--- src/rtl/wordcount_kernel_ctrl_mc.sv ---
// Multi-channel ap_ctrl start/done controller for the wordcount engines.
// Launches the enabled channels together, gathers their done pulses, and guards the run with a watchdog.
module wordcount_kernel_ctrl_mc #(
    parameter int C_NUM_CHANNELS    = 4,
    parameter int C_CYCLE_CNT_WIDTH = 64,
    parameter int C_TIMEOUT_WIDTH   = 32,
    parameter int C_CHAIN_MODE      = 0
) (
    input  logic                         ap_clk,
    input  logic                         areset,
    input  logic                         ap_start,
    input  logic                         ap_continue,
    output logic                         ap_idle,
    output logic                         ap_ready,
    output logic                         ap_done,
    input  logic [C_NUM_CHANNELS-1:0]    ch_enable,
    input  logic [C_TIMEOUT_WIDTH-1:0]   timeout_cycles,
    output logic [C_NUM_CHANNELS-1:0]    ch_start,
    input  logic [C_NUM_CHANNELS-1:0]    ch_done,
    output logic [C_NUM_CHANNELS-1:0]    done_status,
    output logic                         timeout_err,
    output logic [C_CYCLE_CNT_WIDTH-1:0] cycle_count
);
    // state  | meaning
    // IDLE   | waiting for a start edge; status of the last run is held
    // LAUNCH | one-cycle kick of the enabled channels, status cleared
    // RUN    | collecting done bits, counting cycles, watchdog armed
    // DONE   | run complete; one cycle, or until ap_continue in chain mode
    typedef enum logic [1:0] {S_IDLE, S_LAUNCH, S_RUN, S_DONE} state_t;

    localparam logic [C_CYCLE_CNT_WIDTH-1:0] CNT_ONE = 1;
    localparam logic [C_TIMEOUT_WIDTH-1:0]   WD_ONE  = 1;

    state_t                         state_q, state_d;
    logic                           ap_start_q;
    logic [C_NUM_CHANNELS-1:0]      en_q, en_d;
    logic [C_TIMEOUT_WIDTH-1:0]     wdog_q, wdog_d;
    logic                           wdog_en_q, wdog_en_d;
    logic [C_NUM_CHANNELS-1:0]      done_status_q, done_status_d;
    logic                           timeout_err_q, timeout_err_d;
    logic [C_CYCLE_CNT_WIDTH-1:0]   cycle_count_q, cycle_count_d;
    logic                           start_pulse;
    logic [C_NUM_CHANNELS-1:0]      done_next;

    always_ff @(posedge ap_clk) begin
        ap_start_q <= ap_start;
    end

    always_ff @(posedge ap_clk) begin
        if (areset) begin
            state_q       <= S_IDLE;
            en_q          <= '0;
            wdog_q        <= '0;
            wdog_en_q     <= 1'b0;
            done_status_q <= '0;
            timeout_err_q <= 1'b0;
            cycle_count_q <= '0;
        end else begin
            state_q       <= state_d;
            en_q          <= en_d;
            wdog_q        <= wdog_d;
            wdog_en_q     <= wdog_en_d;
            done_status_q <= done_status_d;
            timeout_err_q <= timeout_err_d;
            cycle_count_q <= cycle_count_d;
        end
    end

    assign start_pulse = ap_start & ~ap_start_q;
    assign done_next   = done_status_q | (ch_done & en_q);

    always_comb begin
        state_d       = state_q;
        en_d          = en_q;
        wdog_d        = wdog_q;
        wdog_en_d     = wdog_en_q;
        done_status_d = done_status_q;
        timeout_err_d = timeout_err_q;
        cycle_count_d = cycle_count_q;
        case (state_q)
            S_IDLE: begin
                if (start_pulse) begin
                    en_d      = ch_enable;
                    wdog_d    = timeout_cycles;
                    wdog_en_d = |timeout_cycles;
                    if (|ch_enable) begin
                        state_d = S_LAUNCH;
                    end else begin
                        state_d       = S_DONE;
                        done_status_d = '0;
                        cycle_count_d = '0;
                        timeout_err_d = 1'b0;
                    end
                end
            end
            S_LAUNCH: begin
                state_d       = S_RUN;
                done_status_d = '0;
                cycle_count_d = '0;
                timeout_err_d = 1'b0;
            end
            S_RUN: begin
                done_status_d = done_next;
                if (!(&cycle_count_q)) begin
                    cycle_count_d = cycle_count_q + CNT_ONE;
                end
                if (wdog_q != '0) begin
                    wdog_d = wdog_q - WD_ONE;
                end
                // Watchdog terminal count lands on the same cycle as cycle_count + 1 == limit
                if (done_next == en_q) begin
                    state_d = S_DONE;
                end else if (wdog_en_q && (wdog_q == WD_ONE)) begin
                    state_d       = S_DONE;
                    timeout_err_d = 1'b1;
                end
            end
            S_DONE: begin
                if ((C_CHAIN_MODE == 0) || ap_continue) begin
                    state_d = S_IDLE;
                end
            end
            default: state_d = S_IDLE;
        endcase
    end

    assign ap_idle     = (state_q == S_IDLE);
    assign ap_ready    = (state_q == S_LAUNCH);
    assign ap_done     = (state_q == S_DONE);
    assign ch_start    = (state_q == S_LAUNCH) ? en_q : '0;
    assign done_status = done_status_q;
    assign timeout_err = timeout_err_q;
    assign cycle_count = cycle_count_q;

endmodule

--- config.mk ---
export PLATFORM = sky130hd
export DESIGN_NAME = wordcount_kernel_ctrl_mc
export DESIGN_NICKNAME = d
export VERILOG_FILES = /design/src/rtl/wordcount_kernel_ctrl_mc.sv
export SDC_FILE = /design/constraint.sdc
export NUM_CORES = 1
export LEC_CHECK = 0
export ABC_AREA = 1
export BUFFER_PORTS_ARGS = -buffer_cell sky130_fd_sc_hd__buf_2
export CORE_ASPECT_RATIO = 1.4
export CORE_UTILIZATION = 38
export CTS_CLUSTER_SIZE = 24
export DETAILED_ROUTE_END_ITERATION = 10
export GPL_TIMING_DRIVEN = 0
export PLACE_DENSITY = 0.56
export SKIP_CTS_REPAIR_TIMING = 1
export SLEW_MARGIN = 20
export SYNTH_ARGS = -nofsm -noshare
export SYNTH_HDL_FRONTEND = slang
export SYNTH_SLANG_ARGS = --single-unit
--- constraint.sdc ---
create_clock -name ap_clk -period 3.82 [get_ports ap_clk]
set_input_delay 1.146 -clock ap_clk [delete_from_list [all_inputs] [get_ports ap_clk]]
set_output_delay 1.146 -clock ap_clk [all_outputs]
set_load 0.02 [all_outputs]
==> impl_metrics.tcl <==
set metrics [dict create \
    run_status "finished clean" \
    reg2reg_depth 8 \
    worstHoldPathCells 2 \
    synth_seq_cells 109 \
    drtIter0Drc 550 \
    synth-edff-count 0 \
    yosys-mux-area-fraction_pct 0 \
    async_flop_share_pct 0 \
    drtPass1Iterations 7 \
    clock-sinks 109 \
    period_needed_ns 2.66 \
    grt-ovfl-total 0 \
    path_class "reg2reg" \
    synth_area_leader_cell "dfxtp_1" \
    rrSetupSlack_ns 1.16 \
    io_buffers 117 \
    worstPathArrival_ns 2.88 \
    syn_area_um2 7790 \
    synth_most_common_cell "nand2_1" \
    hold_class "reg2reg" \
    tns_ns 0 \
    place.detailed.hpwl_um 22700 \
    via_per_inst 5.06 \
    skew_ns 0.00943 \
    fill_cells 2277 \
    synthCells 1366 \
    grt_max_degree 19 \
    cp_max_fo 10 \
    whs_endpoint "timeout_err" \
    start_util_pct 39.0 \
    antenna_cells 0 \
    totalWireLength_um 28300 \
    drcViolationCount 0 \
    post-route-period-util_pct 69.8 \
    ys_warn_count 0 \
    synthToLayoutAreaGrowth_pct 15.5 \
    finalPower_mw 4.99 \
    synth_compound_area_share_pct 9.02 \
    fp.coreArea_um2 20000 \
    synthSimpleGateAreaFrac_pct 49.7 \
    syn_area_per_cell_um2 5.71 \
    start_kind "register" \
    maxSlewHeadroom_pct 46.3 \
    synthXorXnorAreaFrac_pct 1.69 \
    synth_top_family_by_area "simple AND/OR/NAND/NOR gates" \
    drv_slew 0 \
    peakVddDrop_v 0.000274 \
    vias 8860 \
    antenna_found_initial 0 \
    synth.area.top_cells "dfxtp_1 (28%), nand2_1 (20%), nor2_1 (14%)" \
    final_cells 1751 \
    powerDensity_nw_per_um2 554 \
    die_w_um 123 \
    synth_cell_type_count 39 \
    finalWeightedCongestion 0.946 \
    fin_ws_ns 1.16 \
    dp.cells 1735 \
    yosysSeqAreaShare_pct 28.0 \
    final-setup-viol-count 0 \
    min_from "timeout_err" \
    cts_tree "yes" \
    h-tree-depth 3 \
    finalHoldViolCount 0 \
    grt_pass1_wl_um 43600 \
    cts_buffer_depth 2 \
    fmax_ghz 0.375 \
    root_buffer "clkbuf_16" \
    rsz0062_at_grt "false" \
    netlist.area_leader.share_pct 28.0 \
    rows 61 \
    cts_buffers 9 \
    dp_slack_ns 1.01 \
    maxCapViolations 0 \
    wire_per_inst_um 16.2 \
    drive_above_1_share_pct 13.7 \
    yosys-top-cells-count "nand2_1 (420), nor2_1 (288), inv_1 (150)" \
    fin_nets 1545 \
    synth_flop_cell "dfxtp_1" \
    ios 120 \
    clkSlewWorstSetupHoldPaths_ns 0.08 \
    synth_fa_ha_area_share_pct 1.12 \
    r2r-start "state_q[0]" \
    synth_nets 1417 \
    critical_path_required_ns 4.03 \
    p_leak_nw 3.87 \
    worstMarginPinSlew_ns 0.806 \
    grt_pass1_vias 8249 \
    antenna_left 0 \
    cp-end-kind "register" \
    clkLatencyLatePin_ns 0.36 \
    worstReg2RegEnd "wdog_q[18]" \
    die_area_um2 21100 \
    die_y_um 171 \
    track_usage_pct 27.5 \
]
==> how the worst max path moves through the flow <==
stage / start / to / slack (ns) / cells past startpoint
6_report: state_q[0] / wdog_q[18] / 1.16 / 8
5_1_grt: state_q[0] / wdog_q[18] / 1.04 / 8
3_3_place_gp: ch_enable[3] / cycle_count[53] / 1.01 / 10
2_1_floorplan: ch_enable[1] / cycle_count[34] / 1.59 / 9
4_1_cts: state_q[0] / wdog_q[18] / 1.15 / 8
3_5_place_dp: ch_enable[3] / cycle_count[48] / 1.01 / 10
==> flip-flops by register name, indices dropped and copies added, names as in the netlist <==
register     flops
done_status      4
wdog_en_q        1
wdog_q          32
en_q             4
cycle_count     64
ap_start_q       1
state_q          2
timeout_err      1
==> layer usage <==
metal | part of all wire (%) | routed length, µm | up-vias | global-route usage, %
li1 | - | - | 4528 | -
met1 | 39 | 11000 | 4013 | 29.1
met2 | 52 | 14900 | 251 | 52.2
met3 | 3.7 | 1040 | 68 | 2.85
met4 | 5.1 | 1450 | 0 | 15.2
met5 | 0 | 0 | - | 0
==> worst max-delay path, stage by stage, from the launching register on <==
cell      delay, ns
dfxtp_1        0.37
inv_1          0.09
ha_1           0.33
inv_1          0.26
clkbuf_1       0.54
clkbuf_1       0.56
nand2_1        0.17
nand3_1        0.14
a21oi_1        0.07
==> where the power goes <==
group,internal (mW),switching [mW],total [mW]
clock,0.534,0.479,1.01
sequential,1.30,0.193,1.50
combinational,0.716,1.76,2.48
total,2.55,2.44,4.99
==> area by class of cell <==
| cell class | instances | area (µm²) | area share (%) |
|---|---|---|---|
| inverter | 155 | 582 | 6.46 |
| timing repair buffer | 117 | 586 | 6.50 |
| buffer | 41 | 235 | 2.61 |
| tap | 252 | 315 | 3.50 |
| clock inverter | 6 | 70.1 | 0.778 |
| clock buffer | 10 | 239 | 2.65 |
| multi-input combinational | 1061 | 4790 | 53.3 |
| sequential | 109 | 2180 | 24.2 |
==> stage by stage <==
step | instance area [µm²] | hold slack, ns | util (%)
3_3_place_gp | 8690 | 0.447 | 43.5
4_1_cts | 9000 | 0.476 | 45.0
3_5_place_dp | 8690 | 0.455 | 43.5
5_1_grt | 9000 | 0.523 | 45.0
2_1_floorplan | 7790 | 0.452 | -
6_report | 9000 | 0.482 | 45.0
==> cell usage in the layout (no fill, tap or decap), types with 11 or more instances in the layout <==
cell type | Yosys | layout
nand4_1 | 19 | 19
nor2_2 | 11 | 11
a21oi_1 | 75 | 75
buf_2 | 11 | 128
nand2_1 | 420 | 420
nor2_1 | 288 | 288
clkbuf_1 | 15 | 15
o21ai_0 | 46 | 46
nand2_2 | 11 | 11
nand3b_1 | 21 | 21
nand3_1 | 100 | 100
inv_1 | 150 | 150
dfxtp_1 | 109 | 109
==> cell families after synthesis <==
group / after synthesis
DFF: 109
AOI/OAI and AO/OA: 135
and+or+nand+nor: 904
buffers and inverters: 196
adders and majority gates: 7
xor gates and xnor gates: 15
Note: power is estimated with default switching activity, not from simulation.
